[config.mk]
export PLATFORM = sky130hd
export DESIGN_NAME = pc_unit_ras
export DESIGN_NICKNAME = d
export VERILOG_FILES = /design/src/rtl/pc_unit_ras.sv
export SDC_FILE = /design/constraint.sdc
export NUM_CORES = 1
export LEC_CHECK = 0
export ABC_CLOCK_PERIOD_IN_PS = 10400
export CAP_MARGIN = 10
export CORE_ASPECT_RATIO = 0.9
export CORE_MARGIN = 3
export CORE_UTILIZATION = 40
export CTS_CLUSTER_DIAMETER = 50
export DETAILED_ROUTE_END_ITERATION = 12
export GPL_TIMING_DRIVEN = 0
export SLEW_MARGIN = 20
export SYNTH_ARGS = -nofsm -noshare
export SYNTH_HDL_FRONTEND = slang
export SYNTH_SLANG_ARGS = --single-unit
[constraint.sdc]
create_clock -name clk -period 10.4 [get_ports clk]
set_clock_uncertainty 0.1 [all_clocks]
set_input_delay 2.08 -clock clk [delete_from_list [all_inputs] [get_ports clk]]
set_output_delay 2.08 -clock clk [all_outputs]
set_load 0.05 [all_outputs]
[src/rtl/pc_unit_ras.sv]
// pc_unit_ras
//   Program-counter unit with relative branch, absolute jump, call/return
//   through a small circular return-address stack (RAS), stall, and a
//   configurable reset vector. Instruction memory is word addressed, so the
//   sequential step is +1.
//
// Parameters
//   AW        PC / target width in bits
//   RESET_PC  PC value loaded on reset
//   RAS_DEPTH return-address stack entries (power of two, >= 2)
//   CW        ras_count width, derived
//
// Ports
//   clk           rising-edge clock
//   reset         synchronous active-high reset, overrides stall
//   stall         hold all state, ignore every request, flags low
//   branch_en     relative branch, pc <= pc + 1 + branch_off
//   branch_off    two's-complement word offset
//   jump_en       pc <= jump_tgt, RAS untouched
//   call_en       pc <= jump_tgt, push pc + 1
//   jump_tgt      absolute target for jump and call
//   ret_en        pop RAS top into pc (pc + 1 and underflow flag if empty)
//   pc            registered current PC
//   ras_count     number of valid RAS entries, 0..RAS_DEPTH
//   ras_overflow  one-cycle pulse: push onto a full RAS
//   ras_underflow one-cycle pulse: pop from an empty RAS
module pc_unit_ras #(
  parameter int            AW        = 32,
  parameter logic [AW-1:0] RESET_PC  = '0,
  parameter int            RAS_DEPTH = 4,
  localparam int           CW        = $clog2(RAS_DEPTH) + 1
) (
  input  logic          clk,
  input  logic          reset,
  input  logic          stall,
  input  logic          branch_en,
  input  logic [AW-1:0] branch_off,
  input  logic          jump_en,
  input  logic          call_en,
  input  logic [AW-1:0] jump_tgt,
  input  logic          ret_en,
  output logic [AW-1:0] pc,
  output logic [CW-1:0] ras_count,
  output logic          ras_overflow,
  output logic          ras_underflow
);

  localparam int PW = $clog2(RAS_DEPTH);

  logic [AW-1:0] pc_q, pc_d;
  logic [CW-1:0] count_q, count_d;
  logic [PW-1:0] sp_q, sp_d;
  logic          ovf_q, ovf_d;
  logic          unf_q, unf_d;
  logic [AW-1:0] ras_q [RAS_DEPTH];
  logic [AW-1:0] ras_d [RAS_DEPTH];

  logic [AW-1:0] pc_inc;
  logic [PW-1:0] sp_inc;
  logic [PW-1:0] sp_dec;
  logic          ras_full;
  logic          ras_empty;

  // sp_q is the next free slot; the top of stack sits one below it.
  // Both wrap modulo RAS_DEPTH because the depth is a power of two, so a
  // push onto a full stack lands on the oldest entry and overwrites it.
  assign pc_inc    = pc_q + AW'(1);
  assign sp_inc    = sp_q + PW'(1);
  assign sp_dec    = sp_q - PW'(1);
  assign ras_full  = (count_q == CW'(RAS_DEPTH));
  assign ras_empty = (count_q == '0);

  always_comb begin
    pc_d    = pc_q;
    count_d = count_q;
    sp_d    = sp_q;
    ovf_d   = 1'b0;
    unf_d   = 1'b0;
    ras_d   = ras_q;

    if (reset) begin
      pc_d    = RESET_PC;
      count_d = '0;
      sp_d    = '0;
    end else if (!stall) begin
      // Fixed priority ret > call > jump > branch > sequential; losers of
      // the same cycle are simply dropped.
      if (ret_en) begin
        if (!ras_empty) begin
          pc_d    = ras_q[sp_dec];
          sp_d    = sp_dec;
          count_d = count_q - CW'(1);
        end else begin
          pc_d  = pc_inc;
          unf_d = 1'b1;
        end
      end else if (call_en) begin
        pc_d        = jump_tgt;
        ras_d[sp_q] = pc_inc;
        sp_d        = sp_inc;
        if (ras_full) begin
          ovf_d = 1'b1;
        end else begin
          count_d = count_q + CW'(1);
        end
      end else if (jump_en) begin
        pc_d = jump_tgt;
      end else if (branch_en) begin
        pc_d = pc_inc + branch_off;
      end else begin
        pc_d = pc_inc;
      end
    end
  end

  // Control state; reset is folded into the next-state logic above.
  always_ff @(posedge clk) begin
    pc_q    <= pc_d;
    count_q <= count_d;
    sp_q    <= sp_d;
    ovf_q   <= ovf_d;
    unf_q   <= unf_d;
  end

  // Stack storage carries no reset; entries are only read once pushed.
  always_ff @(posedge clk) begin
    ras_q <= ras_d;
  end

  assign pc            = pc_q;
  assign ras_count     = count_q;
  assign ras_overflow  = ovf_q;
  assign ras_underflow = unf_q;

endmodule
==> results.cfg, run 1 <==
[floorplanning]
die_area_um2 = 25200
ios = 108
start_util = 0.412
die_w_um = 167
die_height_um = 151
placement_rows = 52
core-area_um2 = 22700

[critical_path]
timing.setup.critical_path_class = in2reg
regToRegEndpoint = pc[4]$_SDFFE_PP0N_
worstPathRequired_ps = 10660
critical_path.endpoint_type = flip-flop
setup.worst_path.start_class = primary input
worst_r2r_startpoint = sp_q[0]$_SDFFE_PP0P_
rr_worst_depth = 11
worst-r2r-setup-slack_ps = 5440
critPathMaxFanout = 5
cp.arrival_ps = 5490

[final_layout]
nFillCells = 2057
syn2layout_area_growth_pct = 22.9
drive_gt1_frac = 0.105
num-nets-final = 1055
design_area_um2 = 11500
antennaDiodeCount = 0

[pwr]
design_power_total_mw = 1.97
power_per_cell_area_nw_per_um2 = 172
leakage_nw = 4.08
vdd.ir_drop.worst_v = 0.0000932

[clocking]
cts_htree_levels = 4
postCtsResizedCells = 0
cts.root.buffer_cell = sky130_fd_sc_hd__clkbuf_16
tritoncts = yes
tritoncts_sinks = 167
post-cts-setup-buffers = 0
clk_transition_reported_paths_ps = 70
cts_made_buffers = 17
worst_skew_pair.late_latency_ps = 440
cts_max_path_buffers = 2
hold_buffers = 0

[global_route]
grt.overflow.total = 0
maximum_number_of_pins_on_one_net_before_global_route_repair = 23
global_route.usage.total = 0.242
grt_pass1_wl_um = 45100
grt_antenna_before_repair = 0
grt_pass1_vias = 7217

[routing]
first_drt_iteration_drcs = 877
routed-via-count = 7499
drc_errors = 0
avgRoutedWirePerCell_um = 24.6
antenna_left = 0
routed_via_density = 6.00
drtPass1Iterations = 8
route.final.wire_length_um = 30700

[place]
place.detailed.hpwl_um = 21800
numPortBuffers = 103
postPlaceCellArea_um2 = 10800
routabilityCongestion = 0.921

[sta]
timing.max_slew.rel_slack = 0.291
fmax_ghz = 0.191
rsz0062_at_grt = false
setup_tns_ps = 0
final_hold_violating_endpoints = 0
setup_viol_count_final = 0
finalCriticalPeriod_ps = 5230
fin_hold_ws_ps = 463
finalCritPeriodShare = 0.503
drv_slew = 0
worst_slew_pin_slew_ps = 1060

[logic_synthesis]
synth_top_cells_by_count = sky130_fd_sc_hd__edfxtp_1 (128), sky130_fd_sc_hd__nor2_1 (68), sky130_fd_sc_hd__a21oi_1 (58)
synth-main-ff-cell = sky130_fd_sc_hd__edfxtp_1
synthTopCellsByArea = sky130_fd_sc_hd__edfxtp_1 (41%), sky130_fd_sc_hd__dfxtp_1 (8.4%), sky130_fd_sc_hd__mux4_2 (7.7%)
synth_seq_area_share = 0.495
synth_seq_cells = 167
synthCells = 813
count_of_unique_library_cells_instantiated_by_yosys = 74
synth-async-reset-ratio = 0
ys_warn_count = 0
synth.largest_area_cell = sky130_fd_sc_hd__edfxtp_1
synth_edf_count = 128
yosys.area.top_type_share = 0.411
post_synth_instance_area_um2 = 9350
synth.avg_cell_area_um2 = 11.5
most_instantiated_library_cell_after_synthesis = sky130_fd_sc_hd__edfxtp_1
syn-num-nets = 929

[hold_path]
holdCritPathClass = reg2reg
worstHoldPathCells = 2
worstHoldEndpoint = ras_count[1]$_SDFFE_PP0P_
min-delay-start = ras_count[1]$_SDFFE_PP0P_

[flow_run]
max_cap_violations = 0

[outcome]
outcome = finished, final reports clean
final cells by class:
type	count	area (um^2)	share of cell area
Multi-Input combinational cell	575	4450	0.388
Sequential cell	167	4620	0.402
Tap cell	297	372	0.0323
Clock inverter	15	215	0.0187
Inverter	30	113	0.00980
Clock buffer	17	425	0.0370
Buffer	41	160	0.0139
Timing Repair Buffer	107	1130	0.0980
placed cells by master (no fill, tap or decap), types with 4 or more instances in the layout:
master and n:
sky130_fd_sc_hd__mux4_2 32, sky130_fd_sc_hd__nand4_1 5, sky130_fd_sc_hd__o21a_1 6, sky130_fd_sc_hd__a221oi_1 20
sky130_fd_sc_hd__o21ai_0 51, sky130_fd_sc_hd__and3_1 5, sky130_fd_sc_hd__a22oi_1 8, sky130_fd_sc_hd__ha_1 43
sky130_fd_sc_hd__o31ai_1 4, sky130_fd_sc_hd__inv_1 30, sky130_fd_sc_hd__dfxtp_1 39, sky130_fd_sc_hd__nand3_1 14
sky130_fd_sc_hd__and4_1 7, sky130_fd_sc_hd__xor2_1 24, sky130_fd_sc_hd__nor2_1 68, sky130_fd_sc_hd__o221a_2 4
sky130_fd_sc_hd__nand2_1 51, sky130_fd_sc_hd__buf_2 5, sky130_fd_sc_hd__a21o_1 7, sky130_fd_sc_hd__clkbuf_1 31
sky130_fd_sc_hd__a221o_1 6, sky130_fd_sc_hd__o21bai_1 6, sky130_fd_sc_hd__a21oi_1 58, sky130_fd_sc_hd__edfxtp_1 128
sky130_fd_sc_hd__xnor2_1 35, sky130_fd_sc_hd__a211oi_1 18, sky130_fd_sc_hd__clkdlybuf4s50_1 103, sky130_fd_sc_hd__o211ai_1 9
sky130_fd_sc_hd__a211o_1 6, sky130_fd_sc_hd__clkbuf_16 17, sky130_fd_sc_hd__a31oi_1 12, sky130_fd_sc_hd__and2_2 5
sky130_fd_sc_hd__buf_1 5, sky130_fd_sc_hd__and2_1 5, sky130_fd_sc_hd__nor3_1 14, sky130_fd_sc_hd__bufinv_16 4
per-stage QoR:
stage          std cells  utilization  setup WS [ps]
5_1_grt             1249        0.506           4990
3_3_place_gp        1213        0.473           4780
2_1_floorplan        813            -           5890
3_5_place_dp        1217        0.478           4730
4_1_cts             1249        0.506           5190
6_report            1249        0.506           5170
critical path: stages:
cell and delay [ps]:
sky130_fd_sc_hd__clkdlybuf4s50_1 410, sky130_fd_sc_hd__ha_1 240, sky130_fd_sc_hd__fa_1 430, sky130_fd_sc_hd__a211oi_1 310, sky130_fd_sc_hd__o21bai_1 230, sky130_fd_sc_hd__a31o_2 280, sky130_fd_sc_hd__a21oi_1 420, sky130_fd_sc_hd__o211ai_1 300
sky130_fd_sc_hd__a311oi_1 380, sky130_fd_sc_hd__xnor2_1 160, sky130_fd_sc_hd__nand2_1 70, sky130_fd_sc_hd__a21oi_1 170
cell families after synthesis:
| kind of cell | Yosys count | share of synthesized area |
|---|---|---|
| simple gates | 192 | 0.101 |
| mux | 35 | 0.0803 |
| buf+inv | 71 | 0.0291 |
| xor+xnor | 60 | 0.0570 |
| fa+ha+maj | 45 | 0.0619 |
| compound gates | 243 | 0.176 |
| flops | 167 | 0.495 |
worst max path at each step:
stage	startpoint	slack (ps)	end	depth (start not counted)
after floorplan	branch_off[0]	5890	pc[22]$_SDFFE_PP0N_	11
after global placement	branch_off[0]	4780	pc[30]$_SDFFE_PP0N_	12
after detailed placement	branch_off[0]	4730	pc[30]$_SDFFE_PP0N_	12
after CTS	branch_off[0]	5190	pc[30]$_SDFFE_PP0N_	12
after global routing	branch_off[0]	4990	pc[30]$_SDFFE_PP0N_	12
final	branch_off[0]	5170	pc[30]$_SDFFE_PP0N_	12
power by group:
part	internal (mW)	switching, mW
Combinational	0.192	0.310
Clock	0.409	0.288
Sequential	0.745	0.0280
sequential cells by signal, indices dropped and copies added (netlist names):
name	flops
ras_count	3
ras_overflow	1
sp_q	2
pc	32
ras_underflow	1
ras_q	128
layer usage:
layer | track usage | share of wire
met5 | 0 | 0
met4 | 0.0656 | 0.021
met2 | 0.366 | 0.45
met3 | 0.0650 | 0.087
met1 | 0.346 | 0.45
(Power assumes the default switching activity.)
==> run 2, diff against run 1 <==
--- a/config.mk
+++ b/config.mk
@@ -5,7 +5,7 @@
 export SDC_FILE = /design/constraint.sdc
 export NUM_CORES = 1
 export LEC_CHECK = 0
-export ABC_CLOCK_PERIOD_IN_PS = 10400
+export ABC_CLOCK_PERIOD_IN_PS = 4700
 export CAP_MARGIN = 10
 export CORE_ASPECT_RATIO = 0.9
 export CORE_MARGIN = 3
==> constraint.sdc (replaced) <==
create_clock -name clk -period 4.7 [get_ports clk]
set_clock_uncertainty 0.1 [all_clocks]
set_input_delay 0.94 -clock clk [delete_from_list [all_inputs] [get_ports clk]]
set_output_delay 0.94 -clock clk [all_outputs]
set_load 0.05 [all_outputs]
==> results.cfg, run 2 (same netlist as run 1, synthesis figures left out) <==
[critical_path]
timing.setup.critical_path_class = reg2reg
rr_worst_depth = 13
worstPathRequired_ps = 4960
worst_r2r_startpoint = pc[2]$_SDFFE_PP0N_
setup.worst_path.start_class = flip-flop
crit_family = simple AND/OR/NAND/NOR gates
cp.arrival_ps = 4740
regToRegEndpoint = pc[30]$_SDFFE_PP0N_
cpMaxStageDelayCell = sky130_fd_sc_hd__xnor2_1
worst-r2r-setup-slack_ps = 230
critical_path_buf_inv_count = 0
worst_path_largest_cell_delay_ps = 520
critical_path.endpoint_type = flip-flop
cpMostUsedCell = sky130_fd_sc_hd__xnor2_1
critPathMaxFanout = 7
timing.critical_path.cells = and4_1 > nor4b_4 > and4_4 > nand4_1 > xnor2_1 > ha_1 > a211oi_1 > nor2b_1 > o211ai_1 > a311oi_1 > xnor2_1 > nand2_1 > a21oi_1

[routing]
routed_via_density = 6.03
avgRoutedWirePerCell_um = 24.5
route.final.wire_length_um = 30700
drc_errors = 0
drtPass1Iterations = 5
first_drt_iteration_drcs = 929
routed-via-count = 7539
antenna_left = 0

[pwr]
p_switching_mw = 1.38
clock_group_share_of_total_power = 0.353
power_per_cell_area_nw_per_um2 = 378
net_switching_share_of_the_total_power = 0.317
combinational_group_share_of_total_power = 0.255
share_seq_of_total_power = 0.392
leakage_nw = 4.15
cell_internal_pwr_mw = 2.98
vdd.ir_drop.worst_v = 0.000206

[final_layout]
most_common_cell_after_layout_fill_and_taps_aside = sky130_fd_sc_hd__edfxtp_1
syn2layout_area_growth_pct = 23.6
layout.cells.most_common_list = sky130_fd_sc_hd__edfxtp_1 (128), sky130_fd_sc_hd__clkdlybuf4s50_1 (103), sky130_fd_sc_hd__nor2_1 (68)
largest_reg_by_ff_count = ras_q
design_area_um2 = 11600
drive_gt1_frac = 0.115
num-nets-final = 1056
largest_register_ff_count = 128
antennaDiodeCount = 0

[clocking]
cts_max_path_buffers = 2
tritoncts = yes
tritoncts_sinks = 167
worst_skew_pair.late_latency_ps = 440
cts_made_buffers = 17
cts_htree_levels = 4
hold_buffers = 0
clk_transition_reported_paths_ps = 70
cts.root.buffer_cell = sky130_fd_sc_hd__clkbuf_16

[floorplanning]
die_area_um2 = 25200
die_w_um = 167
die_height_um = 151
core-area_um2 = 22700
start_util = 0.412
ios = 108
placement_rows = 52

[global_route]
grt_pass1_wl_um = 45100
routing_usage_on_met2 = 0.366
top_usage_layer = met2
use_met3 = 0.0621
global_route.usage.total = 0.241
grt_antenna_before_repair = 0
maximum_number_of_pins_on_one_net_before_global_route_repair = 23
grt.overflow.total = 0
gr-usage-met1 = 0.347
grt_pass1_vias = 7220

[flow_run]
max_cap_violations = 0

[sta]
rsz0062_at_grt = false
timing.max_slew.rel_slack = 0.326
setup_viol_count_final = 0
fmax_ghz = 0.224
final_hold_violating_endpoints = 0
fin_hold_ws_ps = 457
drv_slew = 0
finalCritPeriodShare = 0.952
worst_slew_pin_slew_ps = 1000
finalCriticalPeriod_ps = 4470

[hold_path]
worstHoldEndpoint = ras_overflow$_SDFF_PP0_
worstHoldPathCells = 1
min-delay-start = ras_count[2]$_SDFFE_PP0P_
holdCritPathClass = reg2reg

[place]
place.detailed.hpwl_um = 21800
postPlaceCellArea_um2 = 10800
routabilityCongestion = 0.921
numPortBuffers = 103

[outcome]
outcome = finished, final reports clean
## run 2: per-layer routing
metal / share of wire / routed length, um / up-vias
met1: 0.43 / 13300 / 3703
met2: 0.45 / 13700 / 377
met5: 0 / 0 / -
met4: 0.023 / 700 / 0
li1: - / - / 3406
met3: 0.098 / 3000 / 53
## run 2: metrics by stage
step / utilization / instances / TNS, ps / setup WS, ps / total power, mW
after global placement: 0.473 / 1213 / -1060 / -192 / 2.82
after CTS: 0.507 / 1249 / 0 / 71.0 / 4.35
after detailed placement: 0.478 / 1217 / -1270 / -202 / 2.83
after global routing: 0.509 / 1250 / 0 / 6.98 / 4.52
final: 0.509 / 1250 / 0 / 227 / 4.37
after floorplan: - / 813 / 0 / 455 / 2.45
## run 2: final cells by class
type	instances	area, um^2
Buffer	41	164
Clock buffer	17	425
Clock inverter	15	215
Fill cell	2056	11200
Inverter	30	113
Multi-Input combinational cell	575	4510
Sequential cell	167	4620
Tap cell	297	372
Timing Repair Buffer	108	1130
## run 2: power by group through the flow
stage,Sequential (mW),Clock (mW),Combinational [mW]
after global placement,1.74,0,1.08
after CTS,1.71,1.55,1.10
final,1.71,1.54,1.11
after global routing,1.72,1.61,1.19
after detailed placement,1.74,0,1.09
after floorplan,1.83,0,0.614
## run 2: timing repair
item,in CTS,in global routing
setup endpoints to repair,9,22
pin swaps,0,1
setup buffers,0,1
gates resized for setup,3,10
## run 2: how the worst max path moves through the flow
stage | start | to | slack, ps | cells past startpoint
after floorplan | pc[0]$_SDFFE_PP0N_ | pc[31]$_SDFFE_PP0N_ | 460 | 17
after global placement | sp_q[0]$_SDFFE_PP0P_ | pc[9]$_SDFFE_PP0N_ | -190 | 11
after detailed placement | sp_q[0]$_SDFFE_PP0P_ | pc[9]$_SDFFE_PP0N_ | -200 | 11
after CTS | pc[0]$_SDFFE_PP0N_ | pc[30]$_SDFFE_PP0N_ | 70 | 15
after global routing | pc[13]$_SDFFE_PP0N_ | pc[31]$_SDFFE_PP0N_ | 7 | 15
final | pc[2]$_SDFFE_PP0N_ | pc[30]$_SDFFE_PP0N_ | 230 | 13
## run 2: worst register-to-register path: cells and delay by family (launching register included)
family / cells / cell delay, ps
xor gates and xnor gates: 2 / 680
AOI/OAI and AO/OA: 4 / 1160
and+or+nand+nor: 6 / 1590
adders and majority gates: 1 / 380
DFF: 1 / 490
==> run 3, diff against run 2 <==
--- a/config.mk
+++ b/config.mk
@@ -12,6 +12,7 @@
 export CORE_UTILIZATION = 40
 export CTS_CLUSTER_DIAMETER = 50
 export DETAILED_ROUTE_END_ITERATION = 12
+export DONT_BUFFER_PORTS = 1
 export GPL_TIMING_DRIVEN = 0
 export SLEW_MARGIN = 20
 export SYNTH_ARGS = -nofsm -noshare
==> results.cfg, run 3 (same netlist as run 1, synthesis figures left out) <==
[outcome]
outcome = finished, final reports clean

[floorplanning]
ios = 108
start_util = 0.412
die_area_um2 = 25200
die_w_um = 167
placement_rows = 52
core-area_um2 = 22700
die_height_um = 151

[critical_path]
setup.worst_path.start_class = flip-flop
worstPathRequired_ps = 4930
critical_path.endpoint_type = flip-flop
cp.arrival_ps = 4650
critPathMaxFanout = 8
timing.setup.critical_path_class = reg2reg

[final_layout]
multi_input_comb_area_um2 = 4520
largest_register_ff_count = 128
most_common_cell_after_layout_fill_and_taps_aside = sky130_fd_sc_hd__edfxtp_1
num-nets-final = 953
layout.cells.most_common_list = sky130_fd_sc_hd__edfxtp_1 (128), sky130_fd_sc_hd__nor2_1 (68), sky130_fd_sc_hd__a21oi_1 (58)
design_area_um2 = 10500
drive_gt1_frac = 0.153
largest_reg_by_ff_count = ras_q
layout.area.seq_um2 = 4670
nFillCells = 2078
final-instance-count-excl-fill = 1148
syn2layout_area_growth_pct = 12.8

[routing]
drc_errors = 0
route.final.wire_length_um = 29900
routed-via-count = 7100
drtPass1Iterations = 5
avgRoutedWirePerCell_um = 26.0
routed_via_density = 6.18
antenna_left = 0
first_drt_iteration_drcs = 801

[clocking]
cts_max_path_buffers = 2
cts_htree_levels = 4
tritoncts_sinks = 167
clk_transition_reported_paths_ps = 70
tritoncts = yes
worst_skew_pair.late_latency_ps = 450
cts_made_buffers = 17
cts.root.buffer_cell = sky130_fd_sc_hd__clkbuf_16

[pwr]
net_switching_share_of_the_total_power = 0.330
combinational_group_share_of_total_power = 0.209
clock_group_share_of_total_power = 0.352
leakage_nw = 3.75
p_switching_mw = 1.37
design_power_total_mw = 4.16
vdd.ir_drop.worst_v = 0.000203
cell_internal_pwr_mw = 2.79
power_per_cell_area_nw_per_um2 = 395
share_seq_of_total_power = 0.440

[global_route]
grt_pass1_wl_um = 44300
global_route.usage.total = 0.237
grt_antenna_before_repair = 2
grt.overflow.total = 0
maximum_number_of_pins_on_one_net_before_global_route_repair = 20
grt_pass1_vias = 6852

[place]
numPortBuffers = 0
postPlaceCellArea_um2 = 9810
routabilityCongestion = 0.887
post-place-cells = 1114
place.detailed.hpwl_um = 21700

[sta]
setup_viol_count_final = 0
finalCriticalPeriod_ps = 4420
timing.max_slew.rel_slack = 0.308
finalCritPeriodShare = 0.941
fin_hold_ws_ps = 561
fmax_ghz = 0.226
worst_slew_pin_slew_ps = 1030
setup_tns_ps = 0
drv_slew = 0
rsz0062_at_grt = false
final_hold_violating_endpoints = 0

[flow_run]
max_cap_violations = 0

[hold_path]
holdCritPathClass = reg2reg
-- run 3: stage by stage --
stage | worst slack [ps] | util
floorplan | 455 | -
global placement | -361 | 0.428
detailed placement | -322 | 0.432
CTS | -78.3 | 0.460
global route | 7.87 | 0.464
finish | 276 | 0.464
-- run 3: path summary, 6_finish.rpt --
kind                                           start              endpoint  slack [ps]  cells past startpoint
worst max-delay path              pc[2]$_SDFFE_PP0N_   pc[25]$_SDFFE_PP0N_         280                     13
worst min-delay path            sp_q[1]$_SDFFE_PP0P_  sp_q[1]$_SDFFE_PP0P_         560                      2
worst max register to register    pc[2]$_SDFFE_PP0N_   pc[25]$_SDFFE_PP0N_         280                     13
worst min register to register  sp_q[1]$_SDFFE_PP0P_  sp_q[1]$_SDFFE_PP0P_         560                      2
-- run 3: timing repair --
item / 4_1_cts / 5_1_grt
setup buffers: 0 / 2
hold endpoints to repair: 0 / 0
setup endpoints to repair: 20 / 21
hold buffers: 0 / 0
pin swaps: 0 / 1
gates resized for setup: 10 / 30
-- run 3: cell type report --
type / count / share of cell area
flip-flops and latches: 167 / 0.443
multi-input cells: 575 / 0.429
clock buffers: 17 / 0.0404
well taps: 297 / 0.0352
clock inverters: 15 / 0.0172
plain buffers: 40 / 0.0151
inverters: 30 / 0.0107
repair buffers: 6 / 0.00973
diodes: 1 / 0.000237
-- run 3: power by group through the flow --
stage                     registers, mW  logic, mW  clock network (mW)
after floorplan                    1.83      0.614                   0
after global placement             1.86      0.838                   0
after detailed placement           1.86      0.850                   0
after CTS                          1.83      0.856                1.47
after global routing               1.84      0.944                1.54
final                              1.83      0.868                1.46
-- run 3: critical path, stage by stage, from the launching register on --
cell and delay, ps:
sky130_fd_sc_hd__dfxtp_2 580, sky130_fd_sc_hd__and4_1 380, sky130_fd_sc_hd__nor4b_4 420, sky130_fd_sc_hd__nand3_1 190
sky130_fd_sc_hd__xnor2_2 480, sky130_fd_sc_hd__ha_1 390, sky130_fd_sc_hd__and3_1 230, sky130_fd_sc_hd__and4_1 230
sky130_fd_sc_hd__a32oi_1 270, sky130_fd_sc_hd__nand3_1 200, sky130_fd_sc_hd__a221oi_1 370, sky130_fd_sc_hd__xnor2_1 130
sky130_fd_sc_hd__a221oi_1 270, sky130_fd_sc_hd__nor2_1 70
-- run 3: metal layers --
layer	vias to the layer above	global-route usage	share of wire
met2	307	0.370	0.46
met5	-	0	0.00040
met4	2	0.0668	0.019
li1	3211	-	-
met1	3538	0.324	0.42
met3	42	0.0707	0.10
